## config.mk

```make
export PLATFORM = sky130hd
export DESIGN_NAME = cve2_obi_arbiter
export DESIGN_NICKNAME = d
export VERILOG_FILES = /design/src/rtl/cve2_obi_arbiter.sv
export SDC_FILE = /design/constraint.sdc
export NUM_CORES = 1
export LEC_CHECK = 0
export CAP_MARGIN = 40
export CORE_AREA = 2 2 109 111
export CTS_CLUSTER_SIZE = 12
export DETAILED_ROUTE_END_ITERATION = 8
export DIE_AREA = 0 0 111 113
export GPL_TIMING_DRIVEN = 0
export SLEW_MARGIN = 10
export SYNTH_ARGS = -nofsm -noshare
export SYNTH_HDL_FRONTEND = slang
export SYNTH_SLANG_ARGS = --single-unit
```

## constraint.sdc

```tcl
create_clock -name clk_i -period 2.55 [get_ports clk_i]
set_input_delay 0.3825 -clock clk_i [delete_from_list [all_inputs] [get_ports clk_i]]
set_output_delay 0.3825 -clock clk_i [all_outputs]
set_load 0.05 [all_outputs]
```

## src/rtl/cve2_obi_arbiter.sv

```systemverilog
// Merges the instruction-fetch and data OBI masters onto one OBI master port, routing responses via an ID FIFO.
// Optional macro CVE2_OBI_ARB_ROUND_ROBIN_EN selects round-robin arbitration instead of data-over-instr priority.
module cve2_obi_arbiter #(
  parameter int unsigned MaxOutstanding = 2
) (
  input  logic        clk_i,
  input  logic        rst_ni,
  input  logic        instr_req_i,
  output logic        instr_gnt_o,
  output logic        instr_rvalid_o,
  input  logic [31:0] instr_addr_i,
  output logic [31:0] instr_rdata_o,
  output logic        instr_err_o,
  input  logic        data_req_i,
  output logic        data_gnt_o,
  output logic        data_rvalid_o,
  input  logic        data_we_i,
  input  logic [3:0]  data_be_i,
  input  logic [31:0] data_addr_i,
  input  logic [31:0] data_wdata_i,
  output logic [31:0] data_rdata_o,
  output logic        data_err_o,
  output logic        mem_req_o,
  input  logic        mem_gnt_i,
  input  logic        mem_rvalid_i,
  output logic        mem_we_o,
  output logic [3:0]  mem_be_o,
  output logic [31:0] mem_addr_o,
  output logic [31:0] mem_wdata_o,
  input  logic [31:0] mem_rdata_i,
  input  logic        mem_err_i,
  output logic        busy_o,
  output logic        spurious_rvalid_o
);
  localparam int unsigned PtrW = (MaxOutstanding > 1) ? $clog2(MaxOutstanding) : 1;
  localparam int unsigned CntW = $clog2(MaxOutstanding + 1);
  localparam logic [PtrW-1:0] PtrLast = PtrW'(MaxOutstanding - 1);
  localparam logic [CntW-1:0] CntFull = CntW'(MaxOutstanding);

  // ID encoding: 0 = instr, 1 = data.
  logic [MaxOutstanding-1:0] r_fifo;
  logic [PtrW-1:0]           r_wptr;
  logic [PtrW-1:0]           r_rptr;
  logic [CntW-1:0]           r_count;
  logic                      r_lock_valid;
  logic                      r_lock_id;
  logic                      r_spurious;

  logic w_full;
  logic w_req;
  logic w_winner;
  logic w_push;
  logic w_pop;
  logic w_head;

  assign w_full = (r_count == CntFull);
  assign w_req  = (instr_req_i | data_req_i) & ~w_full;

`ifdef CVE2_OBI_ARB_ROUND_ROBIN_EN
  logic r_last_id;

  always_comb begin
    w_winner = data_req_i;
    if (r_lock_valid) begin
      w_winner = r_lock_id;
    end else if (instr_req_i && data_req_i) begin
      w_winner = ~r_last_id;
    end
  end

  always_ff @(posedge clk_i or negedge rst_ni) begin
    if (!rst_ni) begin
      r_last_id <= 1'b0;
    end else if (w_push) begin
      r_last_id <= w_winner;
    end
  end
`else
  always_comb begin
    w_winner = data_req_i;
    if (r_lock_valid) begin
      w_winner = r_lock_id;
    end
  end
`endif

  // OBI handshake: an address phase transfers when mem_req_o & mem_gnt_i; once offered it is held
  // (same winner, same fields) until granted; each transfer gets exactly one rvalid, in order.
  assign w_push = w_req & mem_gnt_i;
  assign w_pop  = mem_rvalid_i & (r_count != '0);
  assign w_head = r_fifo[r_rptr];

  always_ff @(posedge clk_i or negedge rst_ni) begin
    if (!rst_ni) begin
      r_fifo       <= '0;
      r_wptr       <= '0;
      r_rptr       <= '0;
      r_count      <= '0;
      r_lock_valid <= 1'b0;
      r_lock_id    <= 1'b0;
      r_spurious   <= 1'b0;
    end else begin
      if (w_push) begin
        r_fifo[r_wptr] <= w_winner;
        r_wptr         <= (r_wptr == PtrLast) ? '0 : r_wptr + PtrW'(1);
      end
      if (w_pop) begin
        r_rptr <= (r_rptr == PtrLast) ? '0 : r_rptr + PtrW'(1);
      end
      if (w_push && !w_pop) begin
        r_count <= r_count + CntW'(1);
      end else if (!w_push && w_pop) begin
        r_count <= r_count - CntW'(1);
      end
      if (w_push) begin
        r_lock_valid <= 1'b0;
      end else if (w_req) begin
        r_lock_valid <= 1'b1;
        r_lock_id    <= w_winner;
      end
      // A response with nothing outstanding (including stale ones after reset) is recorded, not routed.
      if (mem_rvalid_i && (r_count == '0)) begin
        r_spurious <= 1'b1;
      end
    end
  end

  assign mem_req_o   = w_req;
  assign mem_addr_o  = w_winner ? data_addr_i : instr_addr_i;
  assign mem_we_o    = w_winner & data_we_i;
  assign mem_be_o    = w_winner ? data_be_i : 4'hF;
  assign mem_wdata_o = w_winner ? data_wdata_i : '0;

  assign instr_gnt_o = w_push & ~w_winner;
  assign data_gnt_o  = w_push & w_winner;

  assign instr_rvalid_o = w_pop & ~w_head;
  assign data_rvalid_o  = w_pop & w_head;
  assign instr_rdata_o  = mem_rdata_i;
  assign data_rdata_o   = mem_rdata_i;
  assign instr_err_o    = mem_err_i & instr_rvalid_o;
  assign data_err_o     = mem_err_i & data_rvalid_o;

  assign busy_o            = (r_count != '0);
  assign spurious_rvalid_o = r_spurious;
endmodule

```

# == Word level (Yosys, flattened, before mapping) ==
# Cells that the tools add are included.
# Widths: inputs -> output; s select.
# classes
addsub,4
n_lt_le_gt_ge,3
eq_ne,1
muxes,15
n_bitwise,15
n_reduce_logical,11
# op_table
operator,n
$mux 32,2
$and 1x1->1,10
$mux 1,8
$reduce_bool 2->1,3
$logic_and 1x1->1,4
$lt 1x2->1 const B,2
$mux 2,2
$mux 4,1
$not 1->1,4
$add 1x1->1 const B,2
$add 2x1->2 const B,1
$bwmux 2,1
$eq 2x2->1 const B,1
$logic_not 1->1,2
$logic_not 2->1,1
$reduce_and 2->1,1
$sub 2x1->2 const B,1
$demux 1 s1,1
$ge 1x1->1 const B,1
$or 1x1->1,1
# word_totals
ff_bits,9
elab_cells,56

# == Depth between registers and ports, before layout ==
# logic_depth
depth_word,8
depth_mapped,8

# == Least setup slack after synthesis ==
# OpenSTA, ideal clock, no wires.
# synth_timing
path_type,register to output
startpoint,register r_count[0]
endpoint,output port data_err_o
arrival_time_ns,2.022
slack_ns,0.145
path_stages_with_launch,5
n_path_buf,0
path_cell_list,dfrtp_1 > nor2_1 > inv_2 > nand2_1 > nor3b_1
# synth_between
elab_chain_len,4
# synth_lines
element,line,text
"start, declared",44,logic [CntW-1:0] r_count;
"start signal, assigned",111,r_count <= r_count + CntW'(1);
"start signal, assigned",113,r_count <= r_count - CntW'(1);
$reduce_bool 2->1,--,
via busy_o,32,"output logic busy_o,"
$and 1x1->1,90,assign w_pop = mem_rvalid_i & (r_count != '0);
$and 1x1->1,138,assign data_rvalid_o = w_pop & w_head;
$and 1x1->1,142,assign data_err_o = mem_err_i & data_rvalid_o;
"end, declared",22,"output logic data_err_o,"
# The timed path passes the listed nets, and every way through them passes these cells.

# == Final worst setup path ==
# layout_timing
startpoint,input port data_req_i
endpoint,output port mem_wdata_o[0]
# layout_between
elab_chain_len,2
# layout_lines
element,line,text
"start, declared",14,"input logic data_req_i,"
$mux 1,81,if (r_lock_valid) begin
$mux 32,132,assign mem_wdata_o = w_winner ? data_wdata_i : '0;
"end, declared",29,"output logic [31:0] mem_wdata_o,"
# No other way between the ends.

==> summary.md <==
| Metric | Value |
|---|---|
| LEAKAGE | 2.03 nW |
| Share of Yosys cell area claimed by the top area cell type | 0.301 |
| Synth cell types | 27 |
| VDD IR max | 0.612 mV |
| Class of the most critical setup path | in2out |
| PortBufs | 249 |
| R2R cell count | 8 |
| Post-synthesis sequential area ratio | 0.141 |
| Vias post-DR | 2,400 |
| Num CTS Buffers | 3 |
| Async set-or-reset flop fraction in the synthesized netlist | 1.00 |
| Initial antenna violation count | 0 |
| Hold/Removal Path Class | reg2reg |
| Number of remaining DRC errors | 0 |
| Dpl hpwl | 6.56 mm |
| Initial core utilization | 0.142 |
| Rel. slew slack | 0.645 |
| Avg Inst Size Synth | 6.36 µm² |
| # resized after CTS | 133 |
| Ys flop type | dfrtp_1 |
| Worst Min Path Start | spurious_rvalid_o$_DFFE_PN0P_ |
| TritonCTS Sinks | 9 |
| Top post-synthesis cells by count | nand2_1 (98), buf_4 (64), and2_1 (33) |
| Final Max Tran Viols | 0 |
| Pwr/cell area | 1000 nW/µm² |
| Reg2reg setup slack | 0.83 ns |
| Place WS | -0.525 ns |
| Min Tclk post-route | 2.46 ns |
| Synth area leader | buf_4 |
| CP endpoint kind | primary output |
| Period utilization | 0.964 |
| Synth Register Bits | 9 |
| Worst Hold Path Cells | 1 |
| Core outline area | 11,300 µm² |
| Remaining antenna violation count after routing | 0 |
| Avg WL per Cell | 11.4 µm |
| Die X | 111 µm |
| Post-synth EDFFs | 0 |
| Global-route wire length before repair | 11.1 mm |
| H-tree depth | 1 |
| RSZ-0062 raised after global routing | false |
| Io pins | 282 |
| # Max-Cap Violations | 0 |
| Routed WL | 7.40 mm |
| Result of the run | finished clean |
| Postcts setup bufs | 0 |
| Die H | 113 µm |
| Share of cells above drive strength 1 | 0.268 |
| Syn Inst Count | 251 |
| CTS tree | yes |
| CP arrival | 2.08 ns |
| Largest net degree at the start of global routing | 11 |
| Std cell rows | 39 |
| Placed cell area | 4270 µm² |
| RR Startpoint | r_count[1]$_DFFE_PN0P_ |
| Yosys warnings | 0 |
| Synthesis-to-finish area growth | 165% |
| GRT Residual Overflow | 0 |
| 1st-pass router iterations | 4 |
| Hold_buf cts | 0 |
| Most common cell in the netlist | nand2_1 |
| Design area | 4230 µm² |
| Syn_nets | 392 |
| Hold EP | spurious_rvalid_o$_DFFE_PN0P_ |
| Die ar. | 12,500 µm² |
| Vias per std cell | 3.71 |
| Tightest Pin Transition | 0.530 ns |
| Final WS setup | 0.0915 ns |
| Main area contributors after synthesis | buf_4 (30%), nand2_1 (23%), dfrtp_1 (14%) |
| Crit start category | input port |
| Final nets | 646 |
| Endpoints failing setup | 0 |
| N_diodes | 0 |
| Clock Skew | 0.000508 ns |
| CTS root buffer | clkbuf_16 |
| Netlist Area Pre-Place | 1600 µm² |
| CTS clock-pin slew for the worst setup and hold paths | 0.04 ns |
| Tot GR Track Use | 0.105 |
| FMAX | 407 MHz |
| First DRT Iteration DRCs | 48 |
| Final hold viol count | 0 |
| Vias in the first global route | 2,374 |
| Crit-path max FO | 10 |
| Placer Congestion | 0.761 |
| Critical Path RT | 2.17 ns |
| Reg2reg end | r_count[1]$_DFFE_PN0P_ |
| Max Root-Sink Buffers | 2 |
| Worst-Skew Late Latency | 0.24 ns |
[final cells by class]
| type | instances | area (µm²) |
|---|---|---|
| Sequential cell | 9 | 225 |
| Tap cell | 143 | 179 |
| Fill cell | 1187 | 7050 |
| Clock buffer | 4 | 78.8 |
| Inverter | 3 | 11.3 |
| Timing Repair Buffer | 249 | 2360 |
| Multi-Input combinational cell | 164 | 836 |
| Buffer | 75 | 536 |
[through the flow]
stage                     hold slack (ns)  std cells   util  total power [mW]  setup TNS (ns)
after CTS                           0.460        647  0.386              4.38               0
after floorplan                    0.0869        251      -              2.91               0
after detailed placement            0.447        643  0.379              4.27          -21.14
after global routing                0.487        647  0.375              4.47               0
final                               0.454        647  0.375              4.24               0
after global placement              0.443        643  0.379              4.25          -19.66
[how the worst max path moves through the flow]
stage / from / end / slack (ns) / depth (start not counted)
2_1_floorplan: r_count[0]$_DFFE_PN0P_ / data_err_o / 0.15 / 4
5_1_grt: data_req_i / mem_wdata_o[0] / 0.002 / 5
3_5_place_dp: data_req_i / mem_addr_o[10] / -0.53 / 6
4_1_cts: data_req_i / mem_addr_o[15] / 0.002 / 6
6_report: data_req_i / mem_wdata_o[0] / 0.09 / 5
3_3_place_gp: data_req_i / mem_addr_o[10] / -0.50 / 6
[flip-flops by register name, summed over array words and instances, names as in the netlist]
register,count
r_count,2
r_fifo,2
r_lock_id,1
r_lock_valid,1
r_rptr,1
r_wptr,1
spurious_rvalid_o,1
[cell usage in the layout (no fill, tap or decap), drive strengths merged]
cell type	netlist	final
nor2	7	7
ha	1	1
o31ai	1	1
or3	1	1
and2	33	33
o21a	1	1
nand2b	4	4
o41ai	1	1
and3	1	1
nor2b	1	1
clkdlybuf4s50	0	177
dfrtp	9	9
and4	1	1
inv	3	3
clkdlybuf4s15	0	22
xor2	2	2
dlymetal6s2s	0	3
nor3b	1	1
clkbuf	2	36
buf	73	72
mux2	3	3
nor3	2	2
dlygate4sd2	0	18
xnor2	3	3
a21o	1	1
mux2i	2	2
nand2	98	98
[cells by family (layout without fill, tap and decap cells)]
logic type	count (synthesis)	count (layout)	synth area share
AND/OR/NAND/NOR	149	149	0.422
XOR/XNOR	5	5	0.0274
adder cells (fa/ha/maj)	1	1	0.00784
AO/OA/AOI/OAI	4	4	0.0227
multiplexers	5	5	0.0384
buffers and inverters	78	331	0.341
flip-flops	9	9	0.141
[power by group]
part	total, mW	switching [mW]	internal (mW)
registers	0.279	0.0687	0.210
logic	3.68	2.58	1.11
clock network	0.283	0.0736	0.209
[per-layer routing]
layer	track usage	vias up	part of all wire
met4	0.0175	0	0.010
met5	0	-	0
met3	0.0343	7	0.12
li1	-	1203	-
met1	0.107	1030	0.34
met2	0.209	160	0.54
[worst max-delay path, stage by stage]
cell	delay, ns
clkdlybuf4s50_1	0.56
mux2_4	0.25
buf_2	0.21
and2_1	0.13
dlygate4sd2_1	0.53
No activity file was read; power rests on OpenSTA's default activity.
